**src/rtl/ee354_btn_pkg.sv**
```systemverilog
// Shared definitions for the push-button conditioning path: channel FSM state
// encodings and the board's button index map.
package ee354_btn_pkg;

  localparam int BTN_COUNT = 7;

  localparam int BTN_UP    = 0;
  localparam int BTN_DOWN  = 1;
  localparam int BTN_LEFT  = 2;
  localparam int BTN_RIGHT = 3;
  localparam int BTN_SEL   = 4;
  localparam int BTN_START = 5;
  localparam int BTN_ACK   = 6;

  // One-hot so each Moore output decodes from a handful of state bits.
  typedef enum logic [6:0] {
    INI     = 7'b000_0001,
    WQ      = 7'b000_0010,
    SCEN_ST = 7'b000_0100,
    HOLD    = 7'b000_1000,
    MCEN_ST = 7'b001_0000,
    RPT     = 7'b010_0000,
    WR      = 7'b100_0000
  } btn_state_e;

endpackage

```
**src/rtl/btn_debounce_fsm.sv**
```systemverilog
// One button channel: two-flop synchroniser, shared timer and the
// press/hold/repeat/release state machine with Moore outputs.
module btn_debounce_fsm
  import ee354_btn_pkg::*;
#(
  parameter int CNT_W      = 26,
  parameter int DB_CYCLES  = 500_000,
  parameter int RPT_DELAY  = 50_000_000,
  parameter int RPT_PERIOD = 10_000_000
) (
  input  logic clk,
  input  logic rst_n,
  input  logic btn_raw,
  output logic dpb,
  output logic scen,
  output logic mcen
);

  localparam logic [CNT_W-1:0] DB_LAST  = CNT_W'(DB_CYCLES - 1);
  localparam logic [CNT_W-1:0] DLY_LAST = CNT_W'(RPT_DELAY - 1);
  localparam logic [CNT_W-1:0] PER_LAST = CNT_W'(RPT_PERIOD - 1);

  logic [1:0]       sync_q, sync_d;
  logic [CNT_W-1:0] cnt_q, cnt_d;
  btn_state_e       state_q, state_d;
  logic             s;

  assign s      = sync_q[1];
  assign sync_d = {sync_q[0], btn_raw};

  always_ff @(posedge clk or negedge rst_n) begin
    if (!rst_n) begin
      sync_q  <= '0;
      cnt_q   <= '0;
      state_q <= INI;
    end else begin
      sync_q  <= sync_d;
      cnt_q   <= cnt_d;
      state_q <= state_d;
    end
  end

  // Timer clears on every transition; only dwelling states increment it.
  always_comb begin
    state_d = state_q;
    cnt_d   = '0;
    unique case (state_q)
      INI: begin
        if (s) state_d = WQ;
      end
      WQ: begin
        if (!s)                  state_d = INI;
        else if (cnt_q == DB_LAST) state_d = SCEN_ST;
        else                     cnt_d   = cnt_q + 1'b1;
      end
      SCEN_ST: state_d = HOLD;
      HOLD: begin
        if (!s)                     state_d = WR;
        else if (cnt_q == DLY_LAST) state_d = MCEN_ST;
        else                        cnt_d   = cnt_q + 1'b1;
      end
      MCEN_ST: state_d = RPT;
      RPT: begin
        if (!s)                     state_d = WR;
        else if (cnt_q == PER_LAST) state_d = MCEN_ST;
        else                        cnt_d   = cnt_q + 1'b1;
      end
      WR: begin
        // A press seen during release restarts the quiet-time count.
        if (s)                     cnt_d   = '0;
        else if (cnt_q == DB_LAST) state_d = INI;
        else                       cnt_d   = cnt_q + 1'b1;
      end
      default: state_d = INI;
    endcase
  end

  always_comb begin
    dpb  = 1'b0;
    scen = 1'b0;
    mcen = 1'b0;
    unique case (state_q)
      SCEN_ST: begin
        dpb  = 1'b1;
        scen = 1'b1;
        mcen = 1'b1;
      end
      MCEN_ST: begin
        dpb  = 1'b1;
        mcen = 1'b1;
      end
      HOLD, RPT, WR: dpb = 1'b1;
      default: ;
    endcase
  end

endmodule

```
**src/rtl/button_conditioner.sv**
```systemverilog
// Conditions N raw push-buttons into clean level, press pulse and auto-repeat
// pulse outputs; each channel is independent.
module button_conditioner
  import ee354_btn_pkg::*;
#(
  parameter int N_BTN      = BTN_COUNT,
  parameter int CNT_W      = 26,
  parameter int DB_CYCLES  = 500_000,
  parameter int RPT_DELAY  = 50_000_000,
  parameter int RPT_PERIOD = 10_000_000
) (
  input  logic             Clk,
  input  logic             Reset_n,
  input  logic [N_BTN-1:0] btn_raw,
  output logic [N_BTN-1:0] dpb,
  output logic [N_BTN-1:0] scen,
  output logic [N_BTN-1:0] mcen
);

  for (genvar i = 0; i < N_BTN; i++) begin : g_chan
    btn_debounce_fsm #(
      .CNT_W     (CNT_W),
      .DB_CYCLES (DB_CYCLES),
      .RPT_DELAY (RPT_DELAY),
      .RPT_PERIOD(RPT_PERIOD)
    ) u_chan (
      .clk    (Clk),
      .rst_n  (Reset_n),
      .btn_raw(btn_raw[i]),
      .dpb    (dpb[i]),
      .scen   (scen[i]),
      .mcen   (mcen[i])
    );
  end

endmodule

```
**config.mk**
```make
export PLATFORM = sky130hd
export DESIGN_NAME = button_conditioner
export DESIGN_NICKNAME = d
export VERILOG_FILES = /design/src/rtl/ee354_btn_pkg.sv /design/src/rtl/btn_debounce_fsm.sv /design/src/rtl/button_conditioner.sv
export SDC_FILE = /design/constraint.sdc
export NUM_CORES = 1
export LEC_CHECK = 0
export ABC_AREA = 1
export CORE_ASPECT_RATIO = 1.2
export CORE_MARGIN = 5
export CORE_UTILIZATION = 41
export CTS_CLUSTER_DIAMETER = 120
export DETAILED_ROUTE_END_ITERATION = 12
export SLEW_MARGIN = 20
export SYNTH_ARGS = -nofsm -noshare
export SYNTH_HDL_FRONTEND = slang
export SYNTH_HIERARCHICAL = 1
export SYNTH_SLANG_ARGS = --single-unit
```
**constraint.sdc**
```tcl
create_clock -name Clk -period 1.85 [get_ports Clk]
set_input_delay 0.37 -clock Clk [delete_from_list [all_inputs] [get_ports Clk]]
set_output_delay 0.37 -clock Clk [all_outputs]
set_load 0.01 [all_outputs]
```
==> flow_metrics.py <==
metrics = {
    "setup_path": {
        "slowest_delay_ps": 410,
        "cp_num_buf_inv": 2,
        "critPathKind": "reg -> out",
        "crit_chain": "nor2_4, nand3_2, nor2_4, nor2_4, buf_6, nand3_2, buf_6",
        "crit_slowest_cell": "dfrtp_1",
        "end_kind": "output pin",
        "crit_arrival_ps": 1770,
        "cp_max_fo": 4,
        "cp-start-kind": "flip-flop",
        "required_ps": 1480,
        "crit_family": "simple AND/OR/NAND/NOR gates",
        "cpMostUsedCell": "nor2_4",
    },
    "power": {
        "p_clk_share_pct": 35.5,
        "power.total_mw": 16.1,
        "p_per_area_mw_per_mm2": 769,
        "ir_worst_vdd_uv": 732,
        "seqPwrFrac_pct": 37.0,
        "p_switching_mw": 4.98,
        "power.internal_mw": 11.1,
        "p_comb_share_pct": 27.5,
        "p_leak_nw": 10.5,
        "switching_share_pct": 30.9,
    },
    "route": {
        "wl_per_cell_um": 13.3,
        "drtIter0Drc": 969,
        "drc": 0,
        "viasPerCell": 4.88,
        "wirelength_mm": 42.7,
        "dr.pass1.iters": 5,
        "vias": 15700,
        "ant_nets": 0,
    },
    "final_layout": {
        "final_area_mm2": 0.0210,
        "layout_common_cells": "nand2_1, inv_1, nor2_1",
        "final_common_cell": "nand2_1",
        "final_cells": 3210,
        "drive_gt1_share_pct": 24.1,
        "antennaDiodeCount": 0,
        "nNetsFinal": 2678,
        "area_growth_syn_to_layout_pct": 30.6,
    },
    "placement": {
        "numPortBuffers": 29,
        "gp_congestion": 0.908,
        "pre_cts_ws_ps": -139,
        "place_area_mm2": 0.0177,
        "dp.cells": 3060,
        "dp_hpwl_mm": 29.5,
    },
    "global_route": {
        "grt.met1_usage_pct": 22.9,
        "grt_max_degree": 67,
        "grt_pass1_wl_mm": 69.6,
        "busiest_layer": "met2",
        "grt_use_met2_pct": 34.2,
        "gr-total-overflow": 0,
        "met3_usage_pct": 2.25,
        "grt_pass1_vias": 15400,
        "antenna_found_initial": 0,
        "gr-usage-all-layers_pct": 18.7,
    },
    "floorplan": {
        "pin_count": 30,
        "start_util_pct": 41.4,
        "die_y_um": 227,
        "die_w_um": 191,
        "rows": 79,
        "die_area_mm2": 0.0432,
        "core_mm2": 0.0387,
    },
    "timing": {
        "drv_slew": 0,
        "worstMarginPinSlew_ps": 433,
        "setup_violations": 70,
        "holdWs_ps": 241,
        "fmax_mhz": 467,
        "setup_slack_ps": -291,
        "post-route-period-util_pct": 116,
        "maxSlewHeadroom_pct": 70.9,
        "fin_skew_ps": 13.2,
        "rsz0062_at_grt": "yes",
        "hold_viol_final": 0,
        "period_minus_slack_ps": 2140,
    },
    "yosys": {
        "synth_area_per_cell_um2": 6.65,
        "synth_edf_count": 0,
        "ys_seq_area_share_pct": 38.2,
        "synth_cells": 2416,
        "async_flop_share_pct": 100,
        "ys_types": 34,
        "synth_area_mm2": 0.0161,
        "synth_ff_type": "dfrtp_1",
        "yosysWarnings": 6,
        "ys_ff_latch": 245,
        "syn_nets": 2432,
    },
    "cts": {
        "cts_root_buffer": "clkbuf_16",
        "htreeDepth": 1,
        "clock-sinks": 245,
        "clk-insertion-delay-late_ps": 560,
        "cts_tree": "built",
        "cts_buffers": 29,
        "clkTransAtPathRegs_ps": 60,
        "clockBufferDepth": 3,
    },
    "min_path": {
        "hold_path.class": "in -> async",
    },
    "status": {
        "violations": "setup timing",
        "outcome": "finished, violations left",
    },
    "run": {
        "cap_viol_max_count": 0,
    },
}
## per-layer routing
metal,vias to the layer above,share of wire (%)
li1,7975,-
met1,7311,43
met2,261,51
met3,117,3.3
met4,0,3.6
met5,-,0
## cells by family (layout without fill, tap and decap cells)
kind of cell             count (synthesis)  count (layout)  share of synthesized area [%]
flip-flops                             245             245                           38.2
buffers and inverters                  474             742                           11.8
XOR/XNOR                                63              63                           3.44
adder cells (fa/ha/maj)                  7               7                          0.545
AND/OR/NAND/NOR                       1489            1489                           41.0
AO/OA/AOI/OAI                          138             138                           5.02
## cell usage after synthesis (10+ instances only)
master | count | area [µm²]
o21ai_0 | 50 | 250
nand3b_1 | 13 | 97.6
nand2_2 | 20 | 125
nand4_1 | 74 | 463
dfrtp_1 | 238 | 5960
nor3_1 | 64 | 320
a21oi_1 | 48 | 240
nor2_1 | 444 | 1670
xnor2_1 | 10 | 87.6
nand3_2 | 21 | 210
inv_1 | 447 | 1680
nor2_2 | 36 | 225
nor2_4 | 10 | 113
inv_2 | 12 | 45.0
nand2_1 | 608 | 2280
o21ai_2 | 13 | 114
nand3_1 | 170 | 851
xor2_1 | 53 | 464
buf_6 | 14 | 158
## path summary, 6_finish.rpt
check	depth (start not counted)	startpoint	endpoint	slack [ps]
min	2	Reset_n	g_chan[0].u_chan/state_q[2]	240
min in group Clk	1	btn_raw[0]	g_chan[0].u_chan/sync_q[0]	240
max	7	g_chan[2].u_chan/state_q[1]	dpb[2]	-290
max in group asynchronous	3	Reset_n	g_chan[6].u_chan/state_q[0]	950
min reg2reg	0	g_chan[1].u_chan/sync_q[0]	g_chan[1].u_chan/sync_q[1]	350
max reg2reg	10	g_chan[1].u_chan/state_q[0]	g_chan[1].u_chan/cnt_q[10]	-80
## stage by stage
step | utilization [%] | TNS, ps
after CTS | 50.1 | -8820
final | 54.1 | -5800
after floorplan | - | 0
after detailed placement | 45.8 | -1430
after global placement | 45.8 | -528
after global routing | 54.1 | -13630
## timing repair
| action | CTS | global route |
|---|---|---|
| gates resized for setup | 197 | 282 |
| hold buffers | 1 | 0 |
| pin swaps | 42 | 102 |
| endpoints found under the hold margin | 239 | 0 |
| setup buffers | 52 | 54 |
| setup endpoints to repair | 53 | 206 |
| gates cloned | 1 | 15 |
## registers in the layout, summed over array words and instances (netlist names)
signal / count
g_chan.u_chan/cnt_q: 182
g_chan.u_chan/sync_q: 14
g_chan.u_chan/state_q: 49
## power groups by stage
stage	Combinational [mW]	Sequential [mW]	Clock, mW
6_report	4.43	5.97	5.73
5_1_grt	4.85	6.00	6.17
4_1_cts	3.45	5.94	5.95
3_5_place_dp	2.93	5.94	0
3_3_place_gp	2.89	5.93	0
2_1_floorplan	1.83	5.92	0
## area by class of cell
type                            count  area (µm²)
Clock inverter                     18         181
Inverter                          460        1730
Clock buffer                       35         778
Timing Repair Buffer              229        2280
Sequential cell                   245        6150
Multi-Input combinational cell   1697        9190
Tap cell                          526         658
Fill cell                        3775       17800
(Power assumes the default switching activity.)
==> edit, RTL diff (same settings) <==
Register the input `btn_raw` before use, without a reset. The logic sees it one clock later.
--- a/src/rtl/button_conditioner.sv
+++ b/src/rtl/button_conditioner.sv
@@ -19,2 +19,8 @@
 
+  logic [N_BTN-1:0] btn_raw_q;
+
+  always_ff @(posedge Clk) begin
+      btn_raw_q <= btn_raw;
+  end
+
   for (genvar i = 0; i < N_BTN; i++) begin : g_chan
@@ -28,3 +34,3 @@
       .rst_n  (Reset_n),
-      .btn_raw(btn_raw[i]),
+      .btn_raw(btn_raw_q[i]),
       .dpb    (dpb[i]),
Behaviour: same outputs for any inputs over 4 cycles, from zero or initial values and one cycle with Reset_n low; that may be too few to reach the edited logic, so the function may still have changed.
==> edit against the original RTL <==
The run still ends with setup timing left; via count fell by 0.59%; sequential cell count up 7; worst setup slack better by 0.020 ns; critical path type unchanged; largest cell class unchanged; sequential power increased by 3%; area after synthesis increased by 0.87%; routed wire length is 2.5% lower; cell area down 2.1%; first-iteration DRC count shrank 1.1%; synthesized cell count up 0.29%; register-to-register slack gained 0.09 ns; largest power group is now clock; power up 1.3%; critical path depth is the same.
==> edit: results <==
INSERT INTO impl_metrics (metric_group, metric, value, unit) VALUES
('run_status', 'result_of_the_run', 'finished with violations', ''),
('run_status', 'failed_checks', 'setup timing', ''),
('timing', 'number_of_endpoints_failing_setup_at_the_final_stage', '21', ''),
('place', 'globalplace.congestion', '0.9367', ''),
('routing', 'route.vias.total', '15570', ''),
('timing', 'slew-limit-headroom', '71.45', '%'),
('global_route', 'global_route_wire_length_before_repair', '69080', 'µm'),
('routing', 'wl_per_cell', '13.03', 'µm'),
('global_route', 'grt_start_max_net_pins', '54', ''),
('logic_synthesis', 'synth_cell_type_count', '35', ''),
('worst_hold_path', 'hold_path_class', 'input port to register', ''),
('power', 'vdd.ir_drop.worst', '0.0006831', 'V'),
('global_route', 'global_route.usage.total', '18.27', '%'),
('timing', 'clock-skew-final', '0.02151', 'ns'),
('timing', 'postLayoutSetupSlackWorst', '-0.2716', 'ns'),
('routing', 'drt_first_iter_violations', '958', ''),
('routing', 'routed_metal_1_wirelength', '17890', 'µm'),
('global_route', 'global_route.usage.met2', '32.85', '%'),
('place', 'placement.setup.worst_slack', '-0.1150', 'ns'),
('setup_path', 'cp_data_arrival_time', '1.75', 'ns'),
('routing', 'met3_wire_len', '1359', 'µm'),
('finish', 'nFillCells', '3825', ''),
('global_route', 'number_of_global_route_vias_before_repair', '15230', ''),
('global_route', 'grt.met1_usage', '22.60', '%'),
('global_route', 'met3_usage', '2.215', '%');
[edit: cell types whose count changed in the layout (fill, tap and decap cells not counted), sizes merged]
cell	change
dfxtp	+7
clkbuf	+6
bufinv	+1
inv	+1
clkinvlp	-3
clkinv	-5
buf	-18
[edit: where the power goes]
group / switching, mW / internal, mW
clock network: 2.39 / 3.92
logic: 2.14 / 1.75
registers: 0.270 / 5.85
[edit: cell families (layout without fill, tap and decap cells)]
family                   Yosys count  after routing  share of synthesized area (%)
AO/OA/AOI/OAI                    138            138                          4.975
buffers and inverters            474            724                          11.66
flip-flops                       252            252                          38.77
AND/OR/NAND/NOR                 1489           1489                          40.64
adder cells (fa/ha/maj)            7              7                         0.5407
XOR/XNOR                          63             63                          3.407
[edit: per-stage QoR]
| step | instance area [µm²] | std cells | setup TNS [ns] | total power, mW |
|---|---|---|---|---|
| after global routing | 20520 | 3199 | -7.544 | 17.26 |
| after floorplan | 16200 | 2423 | 0 | 7.920 |
| after CTS | 19400 | 3161 | -4.456 | 15.95 |
| after global placement | 17870 | 3069 | -0.5133 | 8.990 |
| after detailed placement | 17870 | 3069 | -1.577 | 9.038 |
| final | 20520 | 3199 | -3.692 | 16.33 |
[edit: worst max-delay path, cell delays in order, from the launching register on]
cell	delay (ns)
dfstp_2	0.55
nor2_4	0.06
nand2_2	0.08
nor2_2	0.05
nor2_2	0.12
buf_4	0.12
nand3_2	0.07
buf_6	0.13
[edit: worst paths after layout]
path | to | cells past startpoint | slack [ns] | from
min in group asynchronous | g_chan[0].u_chan/cnt_q[1]$_DFF_PN0_ | 2 | 0.27 | Reset_n
max in group asynchronous | g_chan[4].u_chan/state_q[0]$_DFFE_PN1P_ | 3 | 0.92 | Reset_n
worst min-delay path | btn_raw_q[0]$_DFF_P_ | 1 | 0.24 | btn_raw[0]
worst max-delay path | dpb[5] | 7 | -0.27 | g_chan[5].u_chan/state_q[0]$_DFFE_PN1P_
worst max register to register | g_chan[0].u_chan/cnt_q[10]$_DFF_PN0_ | 9 | 0.01 | g_chan[0].u_chan/state_q[0]$_DFFE_PN1P_
worst min register to register | g_chan[1].u_chan/sync_q[0]$_DFF_PN0_ | 0 | 0.32 | btn_raw_q[1]$_DFF_P_
[edit: area by class of cell]
cell class / instances / area [µm²] / share of cell area (%)
clock buffers: 46 / 902.1 / 4.396
well taps: 526 / 658.1 / 3.207
multi-input cells: 1697 / 8904 / 43.39
inverters: 460 / 1737 / 8.463
repair buffers: 206 / 1862 / 9.073
flip-flops and latches: 252 / 6282 / 30.61
clock inverters: 12 / 176.4 / 0.8597
[edit: repair_timing]
item                                    CTS  global route
cloned                                    0             9
gates resized for setup                 166           194
hold buffers                              1             0
endpoints found under the setup margin   50           218
pin swaps                                37            77
hold endpoints to repair                 34             0
setup buffers                            37            38
